==> config.mk <==
export PLATFORM = sky130hd
export DESIGN_NAME = wireframe_scanout
export DESIGN_NICKNAME = d
export VERILOG_FILES = /design/src/rtl/wireframe_scanout.sv
export SDC_FILE = /design/constraint.sdc
export NUM_CORES = 1
export LEC_CHECK = 0
export BUFFER_PORTS_ARGS = -buffer_cell sky130_fd_sc_hd__buf_2
export CORE_UTILIZATION = 45
export DETAILED_ROUTE_END_ITERATION = 16
export GPL_TIMING_DRIVEN = 0
export PLACE_DENSITY_LB_ADDON = 0.25
export SKIP_LAST_GASP = 1
export SLEW_MARGIN = 5
export SYNTH_ARGS = -nofsm -noshare
export SYNTH_HDL_FRONTEND = slang
export SYNTH_SLANG_ARGS = --single-unit
==> constraint.sdc <==
create_clock -name clk -period 2.8 [get_ports clk]
set_input_delay 0.28 -clock clk [delete_from_list [all_inputs] [get_ports clk]]
set_output_delay 0.28 -clock clk [all_outputs]
set_load 0.05 [all_outputs]
==> src/rtl/wireframe_scanout.sv <==
// Frame buffer scan-out: walks the wireframe buffer row-major and streams 1-bit pixels with eol/eof.
// Optional `CLEAR_ON_READ_EN adds a clear port that zeroes each pixel one cycle after it is read.
module wireframe_scanout #(
  parameter int unsigned WIDTH  = 4,
  parameter int unsigned HEIGHT = 3,
  parameter int unsigned ADDR_W = 4
) (
  input  logic              clk,
  input  logic              n_rst,
  input  logic              start,
  output logic              rd_en,
  output logic [ADDR_W-1:0] rd_addr,
  input  logic              rd_data,
  output logic              pix_valid,
  input  logic              pix_ready,
  output logic              pix_data,
  output logic              pix_eol,
  output logic              pix_eof,
  output logic              busy,
  output logic              done
`ifdef CLEAR_ON_READ_EN
  ,
  output logic              clr_en,
  output logic [ADDR_W-1:0] clr_addr,
  output logic              clr_data
`endif
);

  localparam int unsigned COL_W = (WIDTH > 1) ? $clog2(WIDTH) : 1;
  localparam int unsigned ROW_W = (HEIGHT > 1) ? $clog2(HEIGHT) : 1;
  localparam logic [COL_W-1:0]  COL_LAST  = COL_W'(WIDTH - 1);
  localparam logic [ROW_W-1:0]  ROW_LAST  = ROW_W'(HEIGHT - 1);
  localparam logic [ADDR_W-1:0] ADDR_LAST = ADDR_W'(WIDTH * HEIGHT - 1);

  typedef enum logic [1:0] {StIdle, StRun, StDrain, StDone} state_e;

  state_e            state_q;
  logic [ADDR_W-1:0] addr_q;
  logic [COL_W-1:0]  col_q;
  logic [ROW_W-1:0]  row_q;
  logic              inflight_q, tag_eol_q, tag_eof_q, done_q;
  logic [1:0]        occ_q, occ_d;
  // Skid entries hold {data, eol, eof}; ent0 is the head.
  logic [2:0]        ent0_q, ent0_d, ent1_q, ent1_d;
  logic              pop, issue_eol, issue_eof;

  assign pix_valid = (occ_q != 2'd0);
  assign pix_data  = ent0_q[2];
  assign pix_eol   = ent0_q[1];
  assign pix_eof   = ent0_q[0];
  assign pop       = pix_valid & pix_ready;
  assign busy      = (state_q == StRun) || (state_q == StDrain);
  assign done      = done_q;
  assign issue_eol = (col_q == COL_LAST);
  assign issue_eof = issue_eol && (row_q == ROW_LAST);

  // Only issue when the skid is guaranteed a free slot once the read returns.
  assign rd_en   = (state_q == StRun) &&
                   (({1'b0, occ_q} + {2'b00, inflight_q}) < (3'd2 + {2'b00, pop}));
  assign rd_addr = rd_en ? addr_q : '0;

  always_comb begin
    occ_d  = occ_q;
    ent0_d = ent0_q;
    ent1_d = ent1_q;
    if (pop) begin
      ent0_d = ent1_q;
      occ_d  = occ_q - 2'd1;
    end
    if (inflight_q) begin
      if (occ_d == 2'd0) ent0_d = {rd_data, tag_eol_q, tag_eof_q};
      else               ent1_d = {rd_data, tag_eol_q, tag_eof_q};
      occ_d = occ_d + 2'd1;
    end
  end

  always_ff @(posedge clk or negedge n_rst) begin
    if (!n_rst) begin
      state_q    <= StIdle;
      addr_q     <= '0;
      col_q      <= '0;
      row_q      <= '0;
      inflight_q <= 1'b0;
      tag_eol_q  <= 1'b0;
      tag_eof_q  <= 1'b0;
      done_q     <= 1'b0;
      occ_q      <= 2'd0;
      ent0_q     <= 3'd0;
      ent1_q     <= 3'd0;
    end else begin
      occ_q      <= occ_d;
      ent0_q     <= ent0_d;
      ent1_q     <= ent1_d;
      inflight_q <= rd_en;
      tag_eol_q  <= issue_eol;
      tag_eof_q  <= issue_eof;
      done_q     <= 1'b0;
      unique case (state_q)
        StIdle: begin
          if (start) begin
            state_q <= StRun;
            addr_q  <= '0;
            col_q   <= '0;
            row_q   <= '0;
          end
        end
        StRun: begin
          if (rd_en) begin
            addr_q <= addr_q + 1'b1;
            if (issue_eol) begin
              col_q <= '0;
              row_q <= row_q + 1'b1;
            end else begin
              col_q <= col_q + 1'b1;
            end
            if (addr_q == ADDR_LAST) state_q <= StDrain;
          end
        end
        StDrain: begin
          if (pop && pix_eof) begin
            state_q <= StDone;
            done_q  <= 1'b1;
          end
        end
        StDone:  state_q <= StIdle;
        default: state_q <= StIdle;
      endcase
    end
  end

`ifdef CLEAR_ON_READ_EN
  logic              clr_en_q;
  logic [ADDR_W-1:0] clr_addr_q;

  always_ff @(posedge clk or negedge n_rst) begin
    if (!n_rst) begin
      clr_en_q   <= 1'b0;
      clr_addr_q <= '0;
    end else begin
      clr_en_q   <= rd_en;
      clr_addr_q <= rd_addr;
    end
  end

  assign clr_en   = clr_en_q;
  assign clr_addr = clr_addr_q;
  assign clr_data = 1'b0;
`endif

endmodule

==> results of run 1 <==
-- path summary, 6_finish.rpt --
path | start | end | slack, ns | depth (start not counted)
min in group asynchronous | n_rst | ent0_q[2] | 0.44 | 2
max in group asynchronous | n_rst | addr_q[2] | 2.03 | 2
min | rd_data | ent0_q[2] | 0.17 | 3
min reg2reg | tag_eof_q | ent0_q[0] | 0.50 | 2
max | inflight_q | rd_addr[0] | 0.17 | 6
max reg2reg | occ_q[0] | ent1_q[2] | 0.44 | 8
-- registers in the layout, indices dropped and copies added, names as in the netlist, 2 cells and up --
signal,cells
addr_q,4
ent0_q,3
ent1_q,3
col_q,2
occ_q,2
row_q,2
state_q,2
-- metrics by stage --
step           power, mW  setup slack [ns]  hold slack [ns]  std cells
6_report            1.65             0.174            0.171        160
5_1_grt             1.80            0.0810            0.164        160
4_1_cts             1.63            0.0286            0.163        159
3_5_place_dp        1.44             0.415            0.272        154
3_3_place_gp        1.41             0.402            0.272        154
2_1_floorplan       1.26             0.142          -0.0156        109
-- repair_timing --
| action | in CTS | in global routing |
|---|---|---|
| resized for setup | 0 | 0 |
| setup endpoints to repair | 0 | 4 |
| endpoints found under the hold margin | 22 | 0 |
| hold buffers | 1 | 0 |
| buffers inserted | 0 | 1 |
-- critical path, stage by stage (launching register included) --
cell and delay, ns:
dfrtp_1 0.45, ha_1 0.34, or3b_4 0.41, a211oi_4 0.27, buf_12 0.17, and2_2 0.13
buf_2 0.25
-- power by group through the flow --
stage	Clock (mW)	Combinational, mW	Sequential, mW
after CTS	0.187	0.928	0.516
after floorplan	0	0.705	0.554
after detailed placement	0	0.922	0.521
after global routing	0.200	1.07	0.531
after global placement	0	0.891	0.517
final	0.179	0.961	0.514
-- kinds of logic (layout without fill, tap and decap cells) --
group / count (synthesis) / in the layout
xor+xnor: 2 / 2
fa+ha+maj: 11 / 11
mux: 12 / 12
compound gates: 18 / 18
buf+inv: 11 / 32
flops: 22 / 22
simple gates: 33 / 33
-- cells in the mapped netlist (all sizes together), types with 2 or more instances --
cell and n:
mux2 5, nand3 4, xnor2 2, clkbuf 2, inv 9, ha 11
o21ai 9, nand2 9, and2 7, mux2i 7, nand2b 2, dfrtp 22
a22o 2, nor2 6
-- layer usage --
| metal | GRT usage, % | vias to the layer above |
|---|---|---|
| met3 | 5.93 | 5 |
| met5 | 0 | - |
| met4 | 5.26 | 0 |
| li1 | - | 417 |
| met1 | 22.3 | 406 |
| met2 | 31.0 | 15 |
-- layout by cell type (no fill, tap or decap), types with 3 or more instances in the layout --
cell type	count
and2_1	3
and2_2	3
buf_2	15
clkbuf_4	3
dfrtp_1	22
ha_1	11
inv_1	9
mux2_2	4
mux2i_1	7
nand2_1	8
nand3_1	4
nor2_1	6
o21ai_0	6
o21ai_1	3
-- area by class of cell --
class / instances / area [um2] / share of cell area (%)
multi-input cells: 76 / 606 / 44.0
well taps: 30 / 37.5 / 2.73
clock buffers: 4 / 36.3 / 2.64
repair buffers: 17 / 105 / 7.64
plain buffers: 2 / 7.51 / 0.545
flip-flops and latches: 22 / 551 / 40.0
inverters: 9 / 33.8 / 2.45
==> summary.md, run 1 <==
| Metric | Value |
|---|---|
| Status | completed |
| Measured slew at the worst slew-check pin | 0.558 ns |
| Crit-path max FO | 11 |
| Core area | 2500 um2 |
| Die Area | 2870 um2 |
| Total gr overflow | 0 |
| Clock Latency Late Sink | 0.31 ns |
| Sequential Power Share | 31.1% |
| Drt total wl | 2170 um |
| Int Pwr | 0.882 mW |
| Share of the yosys chip area belonging to registers | 46.0% |
| Drt wl/cell | 13.6 um |
| Final instance area | 1380 um2 |
| Comb pwr share | 58.1% |
| Mux contribution to synthesized area | 10.6% |
| TritonCTS Buffers | 3 |
| Syn Inst Count | 109 |
| Share of cells above drive strength 1 | 24.6% |
| Final Core Density | 55.1% |
| Top Layer Used | met4 |
| Synth warn | 0 |
| Adder-cell share of the synthesized area | 11.5% |
| IO Pins | 16 |
| CP startpoint kind | flop |
| Max clock buf depth | 2 |
| Switching power total | 0.772 mW |
| DR WL met3 | 79 um |
| Post-Route M1 WL | 1010 um |
| LEAKAGE | 0.681 nW |
| Initial antenna violation count | 0 |
| RSZ-0062 raised after global routing | false |
| TritonCTS clock tree | yes |
| Top cell type's share of synthesized area | 46.0% |
| Peak Freq | 381 MHz |
| CP arrival | 2.35 ns |
| Die Width | 53.6 um |
| DRC Markers | 0 |
| Sink Count | 22 |
| Number of inserted diodes | 0 |
| CTS H-tree depth | 1 |
| Via-per-instance ratio | 5.27 |
| Power density over the cells | 1200 nW/um2 |
| Maximum vdd ir drop | 649 uV |
| Most used DFF post-synth | dfrtp_1 |
| CP Class | reg -> out |
| Main area contributors after synthesis | dfrtp_1 (46%), ha_1 (11%), mux2i_1 (5.9%) |
| Synth area leader | dfrtp_1 |
| Clk network pwr share | 10.8% |
| Post-Syn Area | 1200 um2 |
| Crit path capture type | output pin |
| Post-synth EDFFs | 0 |
| Setup violators final | 0 |
| Synthesized area per cell | 11.0 um2 |
| Largest net degree at the start of global routing | 23 |
| Root Driver | clkbuf_4 |
| Largest family of logic cells by synthesized area | simple AND/OR/NAND/NOR gates |
| Final ANT Viol Nets | 0 |
| Overall routing resource usage | 18.4% |
| MaxCap Viol Count | 0 |
| Clock skew | 0.00221 ns |
| Unique masters post-synth | 31 |
| Asr flop ratio synth | 100% |
| XOR/XNOR Fraction of Synth Area | 1.46% |
| Final hold vios | 0 |
| Die H | 53.6 um |
| DP HPWL | 1570 um |
| First-pass DRT Iterations | 4 |
| Fill cell count | 228 |
| P&R area growth vs syn | 14.9% |
| Min Tclk post-route | 2.63 ns |
| Final slew viol count | 0 |
| Synthesized Nets | 125 |
| Setup_tns | 0 ns |
| Initial DRC count | 13 |
| Vias in the first global route | 843 |
| Worst Path Required | 2.52 ns |
| Std-Cell Rows | 18 |
| Fin crit share | 93.8% |
| Max_slew headroom | 62.4% |
| Met2 Wirelength | 1060 um |
| PortBufs | 15 |
| Sw frac | 46.7% |
| First-pass GRT wire length | 3680 um |
| Post-Synth Simple-Gate Area | 15.6% |
| Via count | 843 |
| Synthesized flop and latch total | 22 |
| Hold Path Class | in -> reg |
| Routability cong. | 0.741 |
| Clock-pin slew on the worst setup and hold paths | 0.12 ns |
| Complex-gate fraction of the synthesized area | 11.5% |
| Initial Util | 47.9% |
| Nets | 147 |
| Placed cell areas | 1310 um2 |
Power figures use the tool's default switching activity.
==> inputs of run 2 (changes only) <==
- CORE_MARGIN: unset -> 1
- clock period: 2.8 -> 2.7 ns (I/O delays scaled with it)
==> run 2 against run 1 <==
  * Sequential share of layout area decreased by 0.073 points
  * Power rose by 3.9%
  * Sequential power rose by 4%
  * Die area unchanged
  * Core utilization up 0.10 points
  * Critical path type unchanged
  * Largest power group unchanged
  * Count of clock-buffer cells in the layout stayed put
  * Hold slack got worse by 0.0087 ns
  * Flip-flop and latch count is the same
==> summary.md, run 2 (synthesis gave the netlist of run 1 again) <==
| Metric | Value |
|---|---|
| TritonCTS Buffers | 3 (unchanged) |
| Nets | 149 (+1.4%) |
| Max_slew headroom | 60.9% (-1.5 points) |
| RSZ-0062 raised after global routing | false |
| DR WL met3 | 77 um (-2.5%) |
| P&R area growth vs syn | 15.2% |
| LEAKAGE | 0.689 nW (+1.1%) |
| Via-per-instance ratio | 5.22 (-0.88%) |
| IO Pins | 16 (unchanged) |
| Total gr overflow | 0 (unchanged) |
| WP buf/inv | 2 (unchanged) |
| CP startpoint kind | flop |
| Slowest stage delay, CP | 0.45 ns (about the same) |
| Status | completed |
| Family with the most delay on the worst path | simple AND/OR/NAND/NOR gates |
| Biggest regs | addr_q: 4 flops, ent0_q: 3 flops, ent1_q: 3 flops |
| Post-Place Setup Slack | 0.325 ns (-0.0900 ns) |
| Share of cells above drive strength 1 | 25.8% (+1.1 points) |
| CTS H-tree depth | 1 (unchanged) |
| Commonest non-fill, non-tap cell in the layout | dfrtp_1 |
| Clock skew | 0.00592 ns (+0.00371 ns) |
| Clock-pin slew on the worst setup and hold paths | 0.12 ns (about the same) |
| Final cell count without fillers | 162 (+1.3%) |
| Power density over the cells | 1250 nW/um2 (+3.7%) |
| Initial DRC count | 16 (+3) |
| First-pass GRT wire length | 3790 um (+3.0%) |
| Die H | 53.6 um (unchanged) |
| Largest net degree at the start of global routing | 23 (unchanged) |
| Final ANT Viol Nets | 0 (unchanged) |
| Peak Freq | 392 MHz |
| Measured slew at the worst slew-check pin | 0.580 ns (+0.0224 ns) |
| Critical path cell sequence | ha_1 -> or3b_4 -> a211oi_4 -> buf_4 -> and2_2 -> buf_2 |
| Setup violators final | 0 (unchanged) |
| Crit path max-delay cell type | dfrtp_1 |
| PortBufs | 15 (unchanged) |
| First-pass DRT Iterations | 4 (unchanged) |
| Die Width | 53.6 um (unchanged) |
| Hold Path Class | in -> reg |
| Via count | 846 (+0.36%) |
| Total Power | 1.72 mW (+3.9%) |
| Drt total wl | 2190 um (+0.64%) |
| Core area | 2500 um2 (unchanged) |
| TritonCTS clock tree | yes |
| Maximum vdd ir drop | 730 uV (+12%) |
| Fill cell count | 229 (+0.44%) |
| CP arrival | 2.28 ns (-0.07 ns) |
| MaxCap Viol Count | 0 (unchanged) |
| Met2 Wirelength | 1050 um (-0.95%) |
| Clock Latency Late Sink | 0.32 ns (about the same) |
| Worst hold margin | 0.162 ns (-0.00871 ns) |
| CP Class | reg -> out |
| Placed insts | 154 (unchanged) |
| Final slew viol count | 0 (unchanged) |
| Sink Count | 22 (unchanged) |
| Top reg by flops | addr_q |
| Min Tclk post-route | 2.55 ns |
| DRC Markers | 0 (unchanged) |
| Resize count post-CTS | 0 (unchanged) |
| Drt wl/cell | 13.5 um (-0.60%) |
| Initial Util | 47.9% (unchanged) |
| Final hold vios | 0 (unchanged) |
| Setup ws final | 0.148 ns (-0.0260 ns) |
| Number of inserted diodes | 0 (unchanged) |
| Worst Path Required | 2.43 ns (-0.09 ns) |
| Root Driver | clkbuf_4 |
| Max clock buf depth | 2 (unchanged) |
| DP HPWL | 1570 um (unchanged) |
| Overall routing resource usage | 18.9% (+0.48 points) |
| Fin crit share | 94.5% |
| Crit-path max FO | 7 (-4) |
| Setup_tns | 0 ns (unchanged) |
| Std-Cell Rows | 18 (unchanged) |
| Routability cong. | 0.741 (unchanged) |
| Vias in the first global route | 830 (-1.5%) |
| Most frequent cells in the layout | dfrtp_1 (22), buf_2 (15), ha_1 (11) |
| Post-Route M1 WL | 1040 um (+2.7%) |
| Max FFs per register | 4 (unchanged) |
| Initial antenna violation count | 0 (unchanged) |
| Die Area | 2870 um2 (unchanged) |
| Top Layer Used | met4 |
| Crit path capture type | output pin |
## run 2: timing repair
| item | in CTS | in global routing |
|---|---|---|
| endpoints found under the setup margin | 4 | 0 |
| endpoints found under the hold margin | 22 | 0 |
| hold buffers | 1 | 0 |
| buffers inserted | 3 | 0 |
## run 2: worst paths after layout
check                      startpoint  depth (start not counted)    endpoint  slack [ns]
min in group asynchronous       n_rst                          2   ent0_q[1]        0.42
max reg2reg                  occ_q[0]                          8   ent1_q[2]        0.33
min reg2reg                 tag_eof_q                          2   ent0_q[0]        0.51
max                        inflight_q                          6  rd_addr[0]        0.15
max in group asynchronous       n_rst                          2    occ_q[1]        1.94
min                           rd_data                          3   ent0_q[2]        0.16
## run 2: area by class of cell
type	count	area (um2)	share of cell area, %
multi-input combinational	76	606	43.9
buffer	2	7.51	0.544
tap	30	37.5	2.72
timing repair buffer	19	108	7.80
inverter	9	33.8	2.45
clock buffer	4	36.3	2.63
sequential	22	551	39.9
## run 2: through the flow
| step | cell area [um2] | util [%] |
|---|---|---|
| 5_1_grt | 1380 | 55.2 |
| 6_report | 1380 | 55.2 |
| 3_5_place_dp | 1310 | 52.4 |
| 4_1_cts | 1380 | 55.2 |
| 2_1_floorplan | 1200 | - |
| 3_3_place_gp | 1310 | 52.4 |
## run 2: power breakdown
group	internal [mW]	switching, mW	total [mW]	leakage, nW
Clock	0.0825	0.106	0.188	0.0210
Sequential	0.449	0.0844	0.534	0.288
Combinational	0.383	0.613	0.996	0.379
Total	0.915	0.803	1.72	0.689
## run 2: routing by layer
layer | up-vias | global-route usage [%]
li1 | 421 | -
met1 | 405 | 23.9
met2 | 15 | 30.8
met3 | 5 | 5.93
met4 | 0 | 5.26
met5 | - | 0
## run 2: worst min-delay path, delay by kind of cell
kind                   cells  cell delay (ns)
AO/OA/AOI/OAI              1             0.06
buffers and inverters      1             0.08
AND/OR/NAND/NOR            1             0.04
==> inputs of run 3 (changes only) <==
- clock period: 2.7 -> 3.1 ns (I/O delays scaled with it)
==> run 3 against run 2 <==
  * Flip-flop and latch count unchanged
  * Sequential share of layout area increased by 0.66 points
  * Cell count decreased by 1.9%
  * Die area unchanged
  * First-iteration DRC count decreased by 25%
  * Combinational power decreased by 16%
  * Routed wire length decreased by 2.6%
  * Count of clock-buffer cells in the layout unchanged
  * Critical path type unchanged
  * Largest power group unchanged
==> summary.md, run 3 (synthesis gave the netlist of run 1 again) <==
| Metric | Value |
|---|---|
| Clock skew | 0.00120 ns (-0.00472 ns) |
| TritonCTS Buffers | 3 (unchanged) |
| DR WL met3 | 77 um (unchanged) |
| First-pass GRT wire length | 3680 um (-2.9%) |
| Root Driver | clkbuf_4 |
| Total gr overflow | 0 (unchanged) |
| Final instance area | 1360 um2 (-1.6%) |
| Initial Util | 47.9% (unchanged) |
| Top Layer Used | met4 |
| Post-Place Setup Slack | 0.685 ns (+0.360 ns) |
| CP Class | reg -> out |
| P&R area growth vs syn | 13.3% |
| Via-per-instance ratio | 5.27 (+0.92%) |
| CP startpoint kind | flop |
| Max FFs per register | 4 (unchanged) |
| Status | completed |
| TritonCTS clock tree | yes |
| R2R depth | 8 (unchanged) |
| Nets | 146 (-2.0%) |
| Power density over the cells | 1080 nW/um2 (-14%) |
| Hold Path Class | in -> reg |
| Crit path from | inflight_q |
| Peak Freq | 357 MHz |
| Most frequent cells in the layout | dfrtp_1 (22), buf_2 (15), ha_1 (11) |
| CP arrival | 2.49 ns (+0.21 ns) |
| Std-Cell Rows | 18 (unchanged) |
| PortBufs | 15 (unchanged) |
| Drt total wl | 2130 um (-2.6%) |
| Commonest non-fill, non-tap cell in the layout | dfrtp_1 |
| Slowest stage delay, CP | 0.49 ns (+0.04 ns) |
| Die H | 53.6 um (unchanged) |
| Crit path capture type | output pin |
| Drt wl/cell | 13.4 um (-0.72%) |
| Initial antenna violation count | 0 (unchanged) |
| LEAKAGE | 0.673 nW (-2.3%) |
| Clock-pin slew on the worst setup and hold paths | 0.12 ns (about the same) |
| Total Power | 1.46 mW (-15%) |
| Die Area | 2870 um2 (unchanged) |
| Vias in the first global route | 843 (+1.6%) |
| IO Pins | 16 (unchanged) |
| Hold Crit Depth | 3 (unchanged) |
| Min Tclk post-route | 2.80 ns |
| Max_slew headroom | 62.2% (+1.3 points) |
| Maximum vdd ir drop | 576 uV (-21%) |
| Met2 Wirelength | 1040 um (-0.76%) |
| Setup ws final | 0.298 ns (+0.150 ns) |
| DP HPWL | 1570 um (unchanged) |
| Crit-path max FO | 11 (+4) |
| Core area | 2500 um2 (unchanged) |
| Placed cell areas | 1310 um2 (unchanged) |
| Fin crit share | 90.4% |
| DRC Markers | 0 (unchanged) |
| Final cell count without fillers | 159 (-1.9%) |
| Top reg by flops | addr_q |
| Final hold vios | 0 (unchanged) |
| Overall routing resource usage | 18.4% (-0.48 points) |
| Clock Latency Late Sink | 0.31 ns (about the same) |
| MaxCap Viol Count | 0 (unchanged) |
| Placed insts | 154 (unchanged) |
| First-pass DRT Iterations | 4 (unchanged) |
| Crit path max-delay cell type | a211oi_4 |
| Share of cells above drive strength 1 | 24.0% (-1.7 points) |
| Hold path start | rd_data |
| Biggest regs | addr_q: 4 flops, ent0_q: 3 flops, ent1_q: 3 flops |
| Sink Count | 22 (unchanged) |
| Routability cong. | 0.741 (unchanged) |
| Die Width | 53.6 um (unchanged) |
| Final slew viol count | 0 (unchanged) |
| Largest net degree at the start of global routing | 23 (unchanged) |
| Worst Path Required | 2.79 ns (+0.36 ns) |
| RSZ-0062 raised after global routing | false |
| Post-Route M1 WL | 992 um (-4.6%) |
| Via count | 838 (-0.95%) |
| Max clock buf depth | 2 (unchanged) |
| Initial DRC count | 12 (-4) |
| Critical path cell sequence | ha_1 -> or3b_4 -> a211oi_4 -> and2_2 -> buf_2 |
| Setup violators final | 0 (unchanged) |
| Number of inserted diodes | 0 (unchanged) |
| Setup_tns | 0 ns (unchanged) |
| Measured slew at the worst slew-check pin | 0.561 ns (-0.0193 ns) |
| Final ANT Viol Nets | 0 (unchanged) |
| RR Startpoint | occ_q[0] |
| CTS H-tree depth | 1 (unchanged) |
## run 3: cell count changes in the layout (fill, tap and decap cells not counted), sizes merged
cell / before / now
buf: 18 / 15
## run 3: worst max-delay path: cells and delay by family (launching register included)
kind | cells | cell delay, ns
AOI/OAI and AO/OA | 1 | 0.49
DFF | 1 | 0.45
buffers and inverters | 1 | 0.25
adders and majority gates | 1 | 0.34
and+or+nand+nor | 2 | 0.64
## run 3: worst paths after layout
kind / end / slack, ns
hold / removal: ent0_q[2] / 0.20
setup reg to reg: ent1_q[2] / 0.74
setup / recovery: rd_addr[0] / 0.30
hold reg to reg: ent0_q[0] / 0.50
min in group asynchronous: ent0_q[2] / 0.47
max in group asynchronous: occ_q[1] / 2.30
## run 3: final cells by class
type	instances	area (um2)
repair buffers	16	85.1
plain buffers	2	7.51
well taps	30	37.5
clock buffers	4	36.3
multi-input cells	76	606
inverters	9	33.8
flip-flops and latches	22	551
fillers	230	1140
## run 3: repair_timing
item / 4_1_cts / 5_1_grt
hold buffers: 1 / 0
resized for setup: 0 / 0
setup buffers: 0 / 0
hold endpoints to repair: 22 / 0
## run 3: routing by layer
layer | global-route usage (%) | up-vias
li1 | - | 414
met5 | 0 | -
met3 | 5.93 | 5
met2 | 31.0 | 15
met1 | 22.3 | 404
met4 | 5.26 | 0
## run 3: where the power goes
part | leakage (nW) | internal, mW | total (mW) | switching, mW
clock | 0.0210 | 0.0718 | 0.161 | 0.0896
sequential | 0.288 | 0.391 | 0.465 | 0.0734
combinational | 0.364 | 0.307 | 0.832 | 0.525
## run 3: metrics by stage
stage                     utilization (%)  hold WS [ns]
final                                54.3         0.202
after global routing                 54.3         0.194
after CTS                            54.3         0.193
after detailed placement             52.4         0.302
after global placement               52.4         0.302
after floorplan                         -        0.0144
